### src/rtl/change_pkg.sv
// change_pkg: state, denomination and strobe encodings shared by
// the change dispenser and its timer.
package change_pkg;

  typedef enum logic [2:0] {
    IDLE,
    SELECT,
    PULSE,
    GAP,
    DONE,
    FAULT
  } state_t;

  localparam logic [7:0] D50 = 8'd50;
  localparam logic [7:0] D10 = 8'd10;
  localparam logic [7:0] D5  = 8'd5;
  localparam logic [7:0] D1  = 8'd1;

  // one-hot strobe bit index per denomination
  localparam int unsigned S1  = 0;
  localparam int unsigned S5  = 1;
  localparam int unsigned S10 = 2;
  localparam int unsigned S50 = 3;

  typedef logic [3:0] strobe_t;

  // value of the coin selected by a one-hot strobe
  function automatic logic [7:0] denom(
    input strobe_t s
  );
    logic [7:0] v;
    v = 8'd0;
    if (s[S50])      v = D50;
    else if (s[S10]) v = D10;
    else if (s[S5])  v = D5;
    else if (s[S1])  v = D1;
    return v;
  endfunction

  // greedy pick: largest non-empty coin not above rem
  function automatic strobe_t pick(
    input logic [7:0] rem,
    input logic [3:0] empty
  );
    strobe_t s;
    s = '0;
    if (!empty[S50] && rem >= D50)      s[S50] = 1'b1;
    else if (!empty[S10] && rem >= D10) s[S10] = 1'b1;
    else if (!empty[S5] && rem >= D5)   s[S5] = 1'b1;
    else if (!empty[S1] && rem >= D1)   s[S1] = 1'b1;
    return s;
  endfunction

endpackage

### src/rtl/change_dispenser_timer.sv
// dispense_timer: loadable down-counter; expire is high
// while the count sits at zero.
module dispense_timer #(
  parameter int W = 16
) (
  input  logic         clk_sys,
  input  logic         rst,
  input  logic         load,
  input  logic [W-1:0] value,
  output logic         expire
);

  logic [W-1:0] cnt;

  // load wins; otherwise count down and park at zero
  always_ff @(posedge clk_sys) begin
    if (rst)
      cnt <= '0;
    else if (load)
      cnt <= value;
    else if (cnt != '0)
      cnt <= cnt - W'(1);
  end

  assign expire = (cnt == '0);

endmodule

### src/rtl/change_dispenser.sv
// change_dispenser: pays change as greedy one-hot hopper strobes.
// Optional completion tone: define CHANGE_BEEP_EN.
module change_dispenser
  import change_pkg::*;
#(
  parameter int PULSE_CYCLES = 4,
  parameter int GAP_CYCLES   = 4,
  parameter int BEEP_CYCLES  = 8
) (
  input  logic       clk_sys,
  input  logic       rst,
  input  logic       start,
  input  logic [7:0] amount,
  input  logic       empty50,
  input  logic       empty10,
  input  logic       empty5,
  input  logic       empty1,
  input  logic       clear,
  output logic       busy,
  output logic       done,
  output logic       fault,
  output logic       disp50,
  output logic       disp10,
  output logic       disp5,
  output logic       disp1,
  output logic [7:0] remaining,
  output logic       beep
);

  localparam int TW = 16;

  if (PULSE_CYCLES < 1 || GAP_CYCLES < 1 ||
      BEEP_CYCLES < 1) begin : g_bad_param
    $error("cycle parameters must be >= 1");
  end

  state_t        state, state_d;
  logic [7:0]    rem_q, rem_d;
  strobe_t       strobe_q, strobe_d;
  strobe_t       sel;
  logic          t_load;
  logic [TW-1:0] t_value;
  logic          t_expire;

  assign sel = pick(rem_q,
                    {empty50, empty10, empty5, empty1});

  dispense_timer #(.W(TW)) u_timer (
    .clk_sys (clk_sys),
    .rst     (rst),
    .load    (t_load),
    .value   (t_value),
    .expire  (t_expire)
  );

  // state, owed amount and strobe registers
  always_ff @(posedge clk_sys) begin
    if (rst) begin
      state    <= IDLE;
      rem_q    <= '0;
      strobe_q <= '0;
    end else begin
      state    <= state_d;
      rem_q    <= rem_d;
      strobe_q <= strobe_d;
    end
  end

  // next state, payout bookkeeping and timer loads
  always_comb begin
    state_d  = state;
    rem_d    = rem_q;
    strobe_d = strobe_q;
    t_load   = 1'b0;
    t_value  = '0;
    unique case (state)
      IDLE: begin
        if (start) begin
          if (amount != 8'd0) begin
            rem_d   = amount;
            state_d = SELECT;
          end else begin
            state_d = DONE;
          end
        end
      end
      SELECT: begin
        if (sel == '0) begin
          state_d = FAULT;
        end else begin
          strobe_d = sel;
          t_load   = 1'b1;
          t_value  = TW'(PULSE_CYCLES - 1);
          state_d  = PULSE;
        end
      end
      PULSE: begin
        if (t_expire) begin
          rem_d    = rem_q - denom(strobe_q);
          strobe_d = '0;
          t_load   = 1'b1;
          t_value  = TW'(GAP_CYCLES - 1);
          state_d  = GAP;
        end
      end
      GAP: begin
        if (t_expire)
          state_d = (rem_q == 8'd0) ? DONE : SELECT;
      end
      DONE: begin
        state_d = IDLE;
      end
      FAULT: begin
        if (clear) begin
          rem_d   = '0;
          state_d = IDLE;
        end
      end
      default: begin
        state_d  = IDLE;
        strobe_d = '0;
      end
    endcase
  end

  assign busy = (state == SELECT) ||
                (state == PULSE) ||
                (state == GAP);
  assign done      = (state == DONE);
  assign fault     = (state == FAULT);
  assign remaining = rem_q;
  assign disp50    = strobe_q[S50];
  assign disp10    = strobe_q[S10];
  assign disp5     = strobe_q[S5];
  assign disp1     = strobe_q[S1];

`ifdef CHANGE_BEEP_EN
  logic beep_q;
  logic beep_load;
  logic beep_expire;

  assign beep_load =
    (state_d == DONE  && state != DONE) ||
    (state_d == FAULT && state != FAULT);

  dispense_timer #(.W(TW)) u_beep (
    .clk_sys (clk_sys),
    .rst     (rst),
    .load    (beep_load),
    .value   (TW'(BEEP_CYCLES - 1)),
    .expire  (beep_expire)
  );

  // tone starts with DONE/FAULT entry, ends when count hits zero
  always_ff @(posedge clk_sys) begin
    if (rst)
      beep_q <= 1'b0;
    else if (beep_load)
      beep_q <= 1'b1;
    else if (beep_expire)
      beep_q <= 1'b0;
  end

  assign beep = beep_q;
`else
  assign beep = 1'b0;
`endif

endmodule

### config.mk
export PLATFORM = sky130hd
export DESIGN_NAME = change_dispenser
export DESIGN_NICKNAME = d
export VERILOG_FILES = /design/src/rtl/change_pkg.sv /design/src/rtl/change_dispenser_timer.sv /design/src/rtl/change_dispenser.sv
export SDC_FILE = /design/constraint.sdc
export NUM_CORES = 1
export LEC_CHECK = 0
export CELL_PAD_IN_SITES_DETAIL_PLACEMENT = 0
export CELL_PAD_IN_SITES_GLOBAL_PLACEMENT = 1
export CORE_ASPECT_RATIO = 0.8
export CORE_MARGIN = 1
export CORE_UTILIZATION = 37
export CTS_CLUSTER_DIAMETER = 60
export DETAILED_ROUTE_END_ITERATION = 10
export PLACE_DENSITY_LB_ADDON = 0.15
export SLEW_MARGIN = 40
export SYNTH_ARGS = -nofsm -noshare
export SYNTH_HDL_FRONTEND = slang
export SYNTH_HIERARCHICAL = 1
export SYNTH_SLANG_ARGS = --single-unit
### constraint.sdc
create_clock -name clk_sys -period 2.8 [get_ports clk_sys]
set_clock_uncertainty 0.1 [all_clocks]
set_input_delay 0.56 -clock clk_sys [delete_from_list [all_inputs] [get_ports clk_sys]]
set_output_delay 0.56 -clock clk_sys [all_outputs]
set_load 0.01 [all_outputs]
======== Word-level counts from Yosys, hierarchy flattened ========
Index checks and enable logic that the tools add are counted.
storage, ports and cells
  bits in registers ....................... 31
  input port bits ......................... 16
  output and inout port bits .............. 16
  word-level logic and storage cells ...... 81
operators by class
  add/subtract/negate cells ............... 2
  $lt $le $gt $ge ......................... 4
  eq/ne operators ......................... 11
  mux-type cells .......................... 37
  bitwise gates (word level) .............. 1
  reductions and logical operators ........ 22
operators with widths
  operator                                                            count
  2-to-1 mux 8 bit                                                    6
  2-to-1 mux 16 bit                                                   2
  2-to-1 mux 3 bit                                                    9
  case mux 8 bit (3 select lines)                                     1
  logical NOT 16 bit                                                  1
  nonzero test 16 bit                                                 1
  subtractor 16 x 1 -> 16 bit (second input constant)                 1
  case mux 3 bit (5 select lines)                                     1
  2-to-1 mux 4 bit                                                    3
  inequality test 2 bit (second input constant)                       6
  case mux 4 bit (3 select lines)                                     1
  greater-or-equal comparator 8 x 1 -> 1 bit (second input constant)  1
  greater-or-equal comparator 8 x 3 -> 1 bit (second input constant)  1
  greater-or-equal comparator 8 x 4 -> 1 bit (second input constant)  1
  greater-or-equal comparator 8 x 6 -> 1 bit (second input constant)  1
  logical NOT 8 bit                                                   1
  2-to-1 mux 1 bit                                                    8
  nonzero test 8 bit                                                  1
  subtractor 8 bit                                                    1
  equality test 3 x 2 -> 1 bit (second input constant)                2
  equality test 3 bit (second input constant)                         2
  2-to-1 mux 2 bit                                                    3
  2-to-1 mux 6 bit                                                    1
  AND reduction 5 bit                                                 1
  other kinds (14)                                                    21

======== Longest topological paths before layout ========
Gate-level depths: netlist of the first run.
  depth after elaboration ................. 10
  gate-level depth with buffers ........... 11
  mapped depth without buffers ............ 10

======== Modules after synthesis ========
Netlist of the first run, hierarchy kept.
by module, submodules not included
  module            times used  cells an instance  area each (µm²)  seq. area each (µm²)
  change_dispenser  1           179                1,355.0          300.3
  dispense_timer    1           116                964.7            320.3

======== Worst setup path after synthesis of the first run ========
OpenSTA, ideal clock, no wires.
  kind .................................... reg2reg
  start point ............................. register u_timer.cnt[0]
  end point ............................... register u_timer.cnt[0]
  library setup time ...................... 139 ps
  arrival ................................. 2,674 ps
  data required time ...................... 2,561 ps
  slack ................................... -113 ps
  cell stages (with the launch flop) ...... 11
  path buffers ............................ 1
  period minus slack after synthesis ...... 2,913 ps
  cells stage by stage .................... dfxtp_1 inv_1 ha_1 or3b_2 or4_4 nor2_1 a21o_1 clkbuf_1 nor3_1 nand3_1 o221ai_1
on the way
  cells in the longest elaborated chain, start to end .. 4
  elaborated cells on any way between the ends .. 10
  classes of those cells .................. add/sub (1); mux (6); reduce/logical (3)
RTL lines
  element                                                         RTL line                      RTL
  start: declaration                                              change_dispenser_timer.sv:13  logic [W-1:0] cnt;
  start signal: assignment                                        change_dispenser_timer.sv:20  cnt <= value;
  start signal: assignment                                        change_dispenser_timer.sv:22  cnt <= cnt - W'(1);
  logical NOT 16 bit *                                            change_dispenser_timer.sv:25  assign expire = (cnt == '0);
  net t_expire                                                    change_dispenser.sv:43        logic t_expire;
  2-to-1 mux 1 bit *                                              change_dispenser.sv:98        if (t_expire) begin
  case mux 1 bit (2 select lines) *                               change_dispenser.sv:76        unique case (state)
  net t_load                                                      change_dispenser.sv:41        logic t_load;
  2-to-1 mux 16 bit / nonzero test 2 bit (equally long branches)  --
Mark *: on every way through the listed nets, which the timed path passes. The rest lies on a longest branch. The select of a mux whose other input is x is not followed.
A chain may end at the register's enable or synchronous reset.

======== Worst setup path after layout of the first run ========
  start point ............................. register u_timer.cnt[0]
  end point ............................... register rem_q[0] (netlist: remaining[0])
on the way
  cells in the longest elaborated chain, start to end .. 3
RTL lines
  element                          RTL line                      RTL
  logical NOT 16 bit               change_dispenser_timer.sv:25
  net t_expire                     change_dispenser.sv:43
  inequality test 2 bit (no line)  --
  AND reduction 5 bit (no line)    --
  end signal: assignment           change_dispenser.sv:64        rem_q <= rem_d;
  end: declaration                 change_dispenser.sv:38        logic [7:0] rem_q, rem_d;
The timed path passes the listed nets, and every way through them passes these cells.

==> run_results.csv, run 1 <==
group,metric,value,unit
placement,portBuffers,30,
sta,final-setup-viol-count,0,
logic_synthesis,postSynthCellCount,295,
grt,pin_count_of_the_biggest_net_entering_global_routing,17,
sta,tightest_slew,604.4,ps
power_and_ir_drop,power-per-cell-area,1082,nW/um^2
grt,grt_pass1_vias,2081,
logic_synthesis,synth_common_cells,"sky130_fd_sc_hd__nor2_1 (34), sky130_fd_sc_hd__dfxtp_1 (31), sky130_fd_sc_hd__nand2_1 (28)",
finish,layout.filler_cells,600,
worst_setup_path,master_of_the_slowest_instance_on_the_critical_path,"sky130_fd_sc_hd__or4_4",
cts,htree_levels,2,
placement,dp_cells,426,
logic_synthesis,ys_warn_count,6,
logic_synthesis,synth.top_cell.area_share,0.2675,
logic_synthesis,yosys_register_bits,31,
detailed_routing,vias_after_detailed_routing,2316,
finish,drive_above_1_share,0.1469,
logic_synthesis,synth_ff_type,"sky130_fd_sc_hd__dfxtp_1",
cts,cts_clk_pin_slew_worst_paths,70,ps
cts,hold_buffers,0,
sta,min_period_over_period,0.9454,
logic_synthesis,synth_area_leaders,"sky130_fd_sc_hd__dfxtp_1 (27%), sky130_fd_sc_hd__nor2_1 (5.5%), sky130_fd_sc_hd__a21oi_1 (5.4%), sky130_fd_sc_hd__nor4_4 (4.6%), sky130_fd_sc_hd__nand2_1 (4.5%)",
sta,report.final.hold_viol_count,0,
worst_setup_path,timing.critical_path.fanout_max,16,
grt,gr-usage-all-layers,0.2054,
placement,hpwlAfterDp,4840,um
detailed_routing,drt_iter0_drc,177,
hold_path,timing.hold.worst.class,"flop to flop",
run,max-cap-violations,0,
logic_synthesis,synthSimpleGateAreaFrac,0.2972,
finish,finish.net_count,377,
logic_synthesis,synthesis.area,2320,um^2
logic_synthesis,asyncSetResetFlopFracSynth,0,
die,placeableCoreArea,5974,um^2
status,status,"finished clean",
grt,grt_antenna_before_repair,0,
logic_synthesis,post_synth_xor_area_fraction,0.03398,
die,fp.dieArea,6592,um^2
cts,tritoncts_clock_tree,"built",
detailed_routing,wire_per_inst,14.66,um
finish,antenna_cells,0,
logic_synthesis,synth_top_area_cell,"sky130_fd_sc_hd__dfxtp_1",
cts,cts_root_buf,"sky130_fd_sc_hd__clkbuf_8",
worst_setup_path,path_cells,"inv_1, ha_1, or3b_4, or4_4, nor2_4, mux2_4, a32o_2, buf_12, nor2_1, a211oi_2",
detailed_routing,detail_route.vias_per_cell,5.324,
detailed_routing,number_of_nets_with_antenna_violations_after_routing,0,
worst_setup_path,worst-endpoint-arrival,2750,ps
placement,globalplace.congestion,0.8282,
worst_setup_path,setup.worst_path.class,"flop to flop",
worst_setup_path,worst_setup_path_start_kind,"flop",
die,die_h,72.82,um
die,chipWidth,90.53,um
power_and_ir_drop,static-leakage-power,1.093,nW
sta,timing.slew.headroom,0.5953,
cts,worstSkewPairLatency,280,ps
detailed_routing,detail_route.wirelength,6377,um
worst_setup_path,timing.critical_path.max_delay_family,"simple AND/OR/NAND/NOR gates",
placement,placed_area,2850,um^2
grt,grt_first_pass_wirelength,10660,um
cts,inserted_clock_buffers,5,
detailed_routing,first_pass_iters,4,
logic_synthesis,seq_area_frac_synth,0.2675,
worst_setup_path,critPathBufInv,2,
finish,layout-area-overhead-vs-synth,27.99,%
logic_synthesis,synth_compound_gate_area_share,0.2794,
cts,numClockSinks,31,
worst_setup_path,kind_of_end_point_of_the_critical_path,"flop",
worst_setup_path,critPathMaxStageDelay,540,ps
detailed_routing,detail_route.drc_violations,0,
finish,postLayoutCellArea,2969,um^2
logic_synthesis,synth_top_family_by_area,"simple AND/OR/NAND/NOR gates",
sta,slew_violations,0,
die,num_io_pins,32,
logic_synthesis,synthMostInstantiatedCell,"sky130_fd_sc_hd__nor2_1",
grt,grt_overflow_total,0,
logic_synthesis,synth_edf_count,0,
logic_synthesis,synth_area_per_cell,7.863,um^2
sta,fin_setup_tns,0,ps
finish,instances_no_fill,435,
power_and_ir_drop,max-vdd-ir-drop,0.3403,mV
logic_synthesis,yosys.cell_types.count,67,
sta,post_route_minimum_period,2647,ps
logic_synthesis,synth_fa_ha_area_frac,0.05124,
worst_setup_path,required,2910,ps
logic_synthesis,synth_mux_area_frac,0.01510,
sta,max_fclk,377.8,MHz
die,floorplan.initialDensity,0.3883,
cts,cts.path.max_buffers,2,
die,core.rowCount,25,
what timing repair did:
| item | 4_1_cts | 5_1_grt |
|---|---|---|
| endpoints found under the setup margin | 1 | 24 |
| pin swaps | 0 | 3 |
| setup buffers | 0 | 1 |
| resized for setup | 1 | 2 |
power breakdown:
part           internal [W]  total, W  switching [W]
sequential         0.000598  0.000826       0.000228
combinational      0.000921   0.00199        0.00107
clock              0.000224  0.000400       0.000175
total               0.00174   0.00321        0.00147
cell usage in the layout (no fill, tap or decap), types with 3 or more instances in the layout:
cell,n
sky130_fd_sc_hd__a211oi_2,5
sky130_fd_sc_hd__a21oi_1,24
sky130_fd_sc_hd__a221oi_1,3
sky130_fd_sc_hd__a31oi_1,7
sky130_fd_sc_hd__buf_4,12
sky130_fd_sc_hd__clkbuf_8,7
sky130_fd_sc_hd__clkdlybuf4s50_1,30
sky130_fd_sc_hd__conb_1,20
sky130_fd_sc_hd__dfxtp_1,31
sky130_fd_sc_hd__ha_1,7
sky130_fd_sc_hd__inv_1,11
sky130_fd_sc_hd__nand2_1,28
sky130_fd_sc_hd__nand2b_1,4
sky130_fd_sc_hd__nand3_1,7
sky130_fd_sc_hd__nor2_1,33
sky130_fd_sc_hd__nor2b_1,4
sky130_fd_sc_hd__nor3_1,14
sky130_fd_sc_hd__nor3b_1,3
sky130_fd_sc_hd__nor4_1,3
sky130_fd_sc_hd__nor4_4,5
sky130_fd_sc_hd__o21ai_0,17
sky130_fd_sc_hd__o21ai_1,6
sky130_fd_sc_hd__o31ai_1,4
sky130_fd_sc_hd__xnor2_1,8
metrics by stage:
stage	hold slack [ps]	power [W]	util	worst slack (ps)
after global routing	431.8	0.003486	0.4970	-15.42
after floorplan	396.9	0.002189	-	17.68
after global placement	408.4	0.002738	0.4756	100.9
final	408.4	0.003213	0.4970	152.9
after detailed placement	398.8	0.002762	0.4771	-1.263
after CTS	411.7	0.003168	0.4945	32.69
flip-flops by register name, indices dropped and copies added (netlist names):
name and cells:
strobe_q 4, u_timer/cnt 16, state 3, remaining 8
logic make-up (layout without fill, tap and decap cells):
group | after synthesis | after routing
fa+ha+maj | 9 | 9
mux | 3 | 3
flops | 31 | 31
buf+inv | 25 | 65
xor+xnor | 9 | 9
simple gates | 122 | 122
other cells | 1 | 20
compound gates | 95 | 95
tightest hold or removal path, cell delays in order (launching register included):
cell	delay, ps
sky130_fd_sc_hd__dfxtp_1	350
sky130_fd_sc_hd__inv_1	60
sky130_fd_sc_hd__o21ai_1	60
area by class of cell:
cell class              count  area (um^2)  share of cell area
repair buffers             44        430.4              0.1450
multi-input cells         258         1668              0.5617
clock buffers               8        100.1             0.03371
well taps                  81        101.3             0.03413
flip-flops and latches     31        620.6              0.2090
inverters                  13        48.80             0.01643
metal layers:
metal | vias up | global-route usage | part of all wire
li1 | 1188 | - | -
met4 | 0 | 0.04839 | 0.0063
met5 | - | 0 | 0
met3 | 5 | 0.03438 | 0.057
met1 | 1070 | 0.3367 | 0.56
met2 | 53 | 0.2660 | 0.37
worst paths after layout:
check                      start      endpoint  slack [ps]  cells past startpoint
setup reg to reg  u_timer/cnt[0]  remaining[0]         150                     10
hold reg to reg      strobe_q[1]   strobe_q[1]         410                      2
setup / recovery  u_timer/cnt[0]  remaining[0]         150                     10
hold / removal       strobe_q[1]   strobe_q[1]         410                      2
(Power assumes the default switching activity.)
==> run 2: changes to the inputs <==
--- a/config.mk
+++ b/config.mk
@@ -13,6 +13,7 @@
 export CTS_CLUSTER_DIAMETER = 60
 export DETAILED_ROUTE_END_ITERATION = 10
 export PLACE_DENSITY_LB_ADDON = 0.15
+export RECOVER_POWER = 25
 export SLEW_MARGIN = 40
 export SYNTH_ARGS = -nofsm -noshare
 export SYNTH_HDL_FRONTEND = slang
==> run_results.csv, run 2 (synthesis results as in run 1) <==
group,metric,value,unit
sta,final-setup-viol-count,0,
finish,largest_reg_flops,16,
sta,finalWorstSetupSlack,158.4,ps
cts,cts_clk_pin_slew_worst_paths,70,ps
grt,grt_pass1_vias,2081,
die,placeableCoreArea,5974,um^2
power_and_ir_drop,static-leakage-power,1.117,nW
worst_setup_path,worst_setup_path_start_kind,"flop",
finish,largest-register,"u_timer/cnt",
sta,tightest_slew,604.4,ps
detailed_routing,vias_after_detailed_routing,2340,
worst_setup_path,worst-endpoint-arrival,2750,ps
finish,antenna_cells,0,
detailed_routing,drt_iter0_drc,161,
detailed_routing,first_pass_iters,4,
power_and_ir_drop,sequential_fraction_of_design_power,0.258,
worst_setup_path,kind_of_end_point_of_the_critical_path,"flop",
status,status,"finished clean",
worst_setup_path,timing.critical_path.fanout_max,16,
power_and_ir_drop,power.clock.fraction,0.125,
sta,fin_setup_tns,0,ps
cts,cts_root_buf,"sky130_fd_sc_hd__clkbuf_8",
power_and_ir_drop,power_report.internal_total,0.001728,W
placement,hpwlAfterDp,4840,um
power_and_ir_drop,max-vdd-ir-drop,0.3400,mV
finish,postLayoutCellArea,2965,um^2
grt,pin_count_of_the_biggest_net_entering_global_routing,17,
finish,drive_above_1_share,0.1441,
grt,grt_first_pass_wirelength,10660,um
detailed_routing,wire_per_inst,14.61,um
sta,post_route_minimum_period,2642,ps
die,chipWidth,90.53,um
finish,layout-area-overhead-vs-synth,27.83,%
die,floorplan.initialDensity,0.3883,
die,die_h,72.82,um
finish,layout.cells.most_common,"sky130_fd_sc_hd__nor2_1",
cts,worstSkewPairLatency,280,ps
grt,gr-usage-all-layers,0.2054,
run,max-cap-violations,0,
detailed_routing,detail_route.wirelength,6356,um
finish,final_core_util,0.4963,
worst_setup_path,required,2910,ps
grt,grt_overflow_total,0,
placement,placed_area,2850,um^2
power_and_ir_drop,total_switching_power,0.001465,W
power_and_ir_drop,power-per-cell-area,1077,nW/um^2
finish,finish.net_count,377,
die,fp.dieArea,6592,um^2
placement,globalplace.congestion,0.8282,
finish,layout_common_cells,"sky130_fd_sc_hd__nor2_1 (33), sky130_fd_sc_hd__dfxtp_1 (31), sky130_fd_sc_hd__nand2_1 (28), sky130_fd_sc_hd__a21oi_1 (24)",
cts,htree_levels,2,
detailed_routing,detail_route.drc_violations,0,
detailed_routing,number_of_nets_with_antenna_violations_after_routing,0,
placement,portBuffers,30,
die,core.rowCount,25,
die,num_io_pins,32,
grt,grt_antenna_before_repair,0,
cts,numClockSinks,31,
sta,slew_violations,0,
sta,report.final.hold_viol_count,0,
detailed_routing,detail_route.vias_per_cell,5.379,
power_and_ir_drop,sw_frac_of_total,0.4588,
sta,timing.slew.headroom,0.5953,
cts,tritoncts_clock_tree,"built",
sta,min_period_over_period,0.9434,
placement,detailedPlace.worstSlack,-1.263,ps
power_and_ir_drop,power_frac_comb,0.617,
worst_setup_path,setup.worst_path.class,"flop to flop",
sta,max_fclk,378.6,MHz
cts,cts.path.max_buffers,2,
cts,inserted_clock_buffers,5,
hold_path,timing.hold.worst.class,"flop to flop",
==> run 2: cell types whose count changed in the layout (fill, tap and decap cells not counted) <==
| cell | before | now |
|---|---|---|
| sky130_fd_sc_hd__clkbuf_1 | 1 | 2 |
| sky130_fd_sc_hd__buf_4 | 12 | 11 |
| sky130_fd_sc_hd__clkdlybuf4s50_1 | 30 | 20 |
| sky130_fd_sc_hd__dlygate4sd3_1 | 0 | 10 |
==> run 2: final cells by class <==
type,count,area (um^2)
flip-flops and latches,31,620.6
clock buffers,8,100.1
repair buffers,44,426.7
inverters,13,48.80
multi-input cells,258,1668
well taps,81,101.3
fillers,601,3009
==> run 2: stage by stage <==
step / std cells / hold WS (ps) / total power, W
floorplan: 314 / 396.9 / 0.002189
global placement: 426 / 408.4 / 0.002738
detailed placement: 426 / 398.8 / 0.002762
CTS: 434 / 411.7 / 0.003168
global route: 435 / 429.1 / 0.003470
finish: 435 / 405.5 / 0.003193
==> run 2: path summary, 6_finish.rpt <==
| path | startpoint | end | slack [ps] | cells after the start |
|---|---|---|---|---|
| max | u_timer/cnt[0] | remaining[0] | 160 | 10 |
| min | strobe_q[1] | strobe_q[1] | 410 | 2 |
| max reg2reg | u_timer/cnt[0] | remaining[0] | 160 | 10 |
| min reg2reg | strobe_q[1] | strobe_q[1] | 410 | 2 |
==> run 2: timing repair <==
action,CTS,global route
hold buffers,0,0
pin swaps,0,3
setup endpoints to repair,1,24
resized for setup,1,2
buffers inserted,0,1
==> run 2: power groups by stage <==
stage	registers (W)	logic (W)	clock network, W
after floorplan	0.000768	0.00142	0
after global placement	0.000824	0.00191	0
after detailed placement	0.000826	0.00194	0
after CTS	0.000818	0.00195	0.000404
after global routing	0.000854	0.00219	0.000422
final	0.000824	0.00197	0.000399
==> run 2: layer usage <==
| metal | part of all wire | GRT usage | routed length (um) | vias up |
|---|---|---|---|---|
| met5 | 0 | 0 | 0 | - |
| met4 | 0.0063 | 0.04839 | 40 | 0 |
| met3 | 0.050 | 0.03438 | 315 | 5 |
| met2 | 0.38 | 0.2660 | 2399 | 57 |
| met1 | 0.57 | 0.3367 | 3599 | 1089 |
| li1 | - | - | - | 1189 |
==> run 2: critical path, cell delays in order (launching register included) <==
cell and delay, ps:
sky130_fd_sc_hd__dfxtp_1 330, sky130_fd_sc_hd__inv_1 80, sky130_fd_sc_hd__ha_1 160, sky130_fd_sc_hd__or3b_4 380, sky130_fd_sc_hd__or4_4 540, sky130_fd_sc_hd__nor2_4 200, sky130_fd_sc_hd__mux2_4 190, sky130_fd_sc_hd__a32o_2 190
sky130_fd_sc_hd__buf_12 150, sky130_fd_sc_hd__nor2_1 50, sky130_fd_sc_hd__a211oi_2 190
==> run 3: changes to the inputs <==
--- a/config.mk
+++ b/config.mk
@@ -10,6 +10,7 @@
 export CORE_ASPECT_RATIO = 0.8
 export CORE_MARGIN = 1
 export CORE_UTILIZATION = 37
+export CTS_BUF_LIST = sky130_fd_sc_hd__clkbuf_8 sky130_fd_sc_hd__clkbuf_16
 export CTS_CLUSTER_DIAMETER = 60
 export DETAILED_ROUTE_END_ITERATION = 10
 export PLACE_DENSITY_LB_ADDON = 0.15
==> run_results.csv, run 3 (synthesis results as in run 1) <==
group,metric,value,unit
worst_setup_path,critical_path.reg2reg.endpoint,"remaining[0]",
worst_setup_path,required,2910,ps
power_and_ir_drop,power,0.003190,W
placement,detailedPlace.worstSlack,-1.263,ps
hold_path,hold_depth,2,
sta,final.hold.worst_slack,405.6,ps
worst_setup_path,worst_setup_path_start_kind,"flop",
finish,largest-register,"u_timer/cnt",
hold_path,timing.hold.worst.start,"strobe_q[1]",
finish,drive_above_1_share,0.1441,
placement,portBuffers,30,
finish,layout.cells.most_common,"sky130_fd_sc_hd__nor2_1",
run,max-cap-violations,0,
grt,grt_first_pass_wirelength,10660,um
power_and_ir_drop,max-vdd-ir-drop,0.3402,mV
power_and_ir_drop,static-leakage-power,1.121,nW
grt,gr-usage-all-layers,0.2054,
status,status,"finished clean",
sta,final-setup-viol-count,0,
detailed_routing,detail_route.vias_per_cell,5.331,
placement,globalplace.congestion,0.8282,
finish,multi_input_area,1668,um^2
grt,grt_pass1_vias,2081,
grt,grt_antenna_before_repair,0,
cts,inserted_clock_buffers,5,
detailed_routing,first_pass_iters,4,
placement,dp_cells,426,
worst_setup_path,kind_of_end_point_of_the_critical_path,"flop",
sta,post_route_minimum_period,2639,ps
cts,cts.path.max_buffers,2,
detailed_routing,detail_route.wirelength,6357,um
cts,cts_clk_pin_slew_worst_paths,70,ps
cts,cts_root_buf,"sky130_fd_sc_hd__clkbuf_8",
finish,layout_common_cells,"sky130_fd_sc_hd__nor2_1 (33), sky130_fd_sc_hd__dfxtp_1 (31), sky130_fd_sc_hd__nand2_1 (28), sky130_fd_sc_hd__a21oi_1 (24)",
die,placeableCoreArea,5974,um^2
sta,slew_violations,0,
detailed_routing,drt_iter0_drc,163,
grt,grt_overflow_total,0,
detailed_routing,number_of_nets_with_antenna_violations_after_routing,0,
finish,seqCellArea,620.6,um^2
sta,max_fclk,378.9,MHz
hold_path,hold-path-endpoint,"strobe_q[1]",
sta,report.final.hold_viol_count,0,
detailed_routing,vias_after_detailed_routing,2319,
cts,tritoncts_clock_tree,"built",
die,core.rowCount,25,
worst_setup_path,worst_r2r_startpoint,"u_timer/cnt[0]",
power_and_ir_drop,power-per-cell-area,1076,nW/um^2
sta,tightest_slew,608.0,ps
detailed_routing,detail_route.drc_violations,0,
placement,hpwlAfterDp,4840,um
die,die_h,72.82,um
worst_setup_path,timing.critical_path.fanout_max,16,
finish,finish.net_count,377,
worst_setup_path,worst-endpoint-arrival,2750,ps
finish,antenna_cells,0,
hold_path,timing.hold.worst.class,"flop to flop",
sta,min_period_over_period,0.9425,
worst_setup_path,ff2ff_path_depth,10,
die,fp.dieArea,6592,um^2
die,chipWidth,90.53,um
cts,worstSkewPairLatency,280,ps
worst_setup_path,setup.worst_path.class,"flop to flop",
die,floorplan.initialDensity,0.3883,
detailed_routing,wire_per_inst,14.61,um
worst_setup_path,ff_to_ff_setup_slack,160,ps
cts,htree_levels,2,
cts,numClockSinks,31,
die,num_io_pins,32,
finish,layout-area-overhead-vs-synth,27.83,%
sta,finalWorstSetupSlack,160.9,ps
finish,layout.filler_cells,601,
finish,instances_no_fill,435,
finish,largest_reg_flops,16,
grt,pin_count_of_the_biggest_net_entering_global_routing,17,
finish,final_core_util,0.4963,
sta,timing.slew.headroom,0.5929,
==> run 3: layout make-up <==
class,instances,area share
Inverter,13,0.01646
Timing Repair Buffer,44,0.1439
Multi-Input combinational cell,258,0.5624
Clock buffer,7,0.03249
Clock inverter,1,0.001266
Tap cell,81,0.03418
Sequential cell,31,0.2093
==> run 3: critical path, stage by stage (launching register included) <==
cell	delay, ps
sky130_fd_sc_hd__dfxtp_1	330
sky130_fd_sc_hd__inv_1	80
sky130_fd_sc_hd__ha_1	160
sky130_fd_sc_hd__or3b_4	380
sky130_fd_sc_hd__or4_4	540
sky130_fd_sc_hd__nor2_4	200
sky130_fd_sc_hd__mux2_4	180
sky130_fd_sc_hd__a32o_2	190
sky130_fd_sc_hd__buf_12	150
sky130_fd_sc_hd__nor2_1	50
sky130_fd_sc_hd__a211oi_2	190
==> run 3: stage by stage <==
| step | setup TNS (ps) | area, um^2 |
|---|---|---|
| after floorplan | 0 | 2395 |
| after global placement | 0 | 2841 |
| after detailed placement | -1.263 | 2850 |
| after CTS | 0 | 2954 |
| after global routing | -14.95 | 2965 |
| final | 0 | 2965 |
==> run 3: repair_timing <==
action	4_1_cts	5_1_grt
gates resized for setup	1	2
endpoints found under the setup margin	1	24
pin swaps	0	3
buffers inserted	0	1
hold buffers	0	0
==> run 3: power by group <==
part           leakage [nW]  switching [W]  total (W)  internal, W
logic                 0.810        0.00106    0.00197     0.000906
registers             0.255       0.000227   0.000824     0.000598
clock network        0.0557       0.000175   0.000396     0.000221
total                  1.12        0.00147    0.00319      0.00172
==> run 3: worst max-delay path by stage <==
| stage | start | endpoint | slack [ps] |
|---|---|---|---|
| 4_1_cts | u_timer/cnt[0] | remaining[0] | 30 |
| 6_report | u_timer/cnt[0] | remaining[0] | 160 |
| 2_1_floorplan | u_timer/cnt[0] | remaining[7] | 20 |
| 5_1_grt | u_timer/cnt[0] | strobe_q[2] | -10 |
| 3_5_place_dp | u_timer/cnt[0] | strobe_q[2] | -1 |
| 3_3_place_gp | u_timer/cnt[0] | strobe_q[2] | 100 |
==> run 3: metal layers <==
| metal | track usage | vias up | routed length [um] |
|---|---|---|---|
| met1 | 0.3367 | 1076 | 3625 |
| met5 | 0 | - | 0 |
| met2 | 0.2660 | 50 | 2379 |
| met4 | 0.04839 | 0 | 40 |
| met3 | 0.03438 | 5 | 311 |
| li1 | - | 1188 | - |
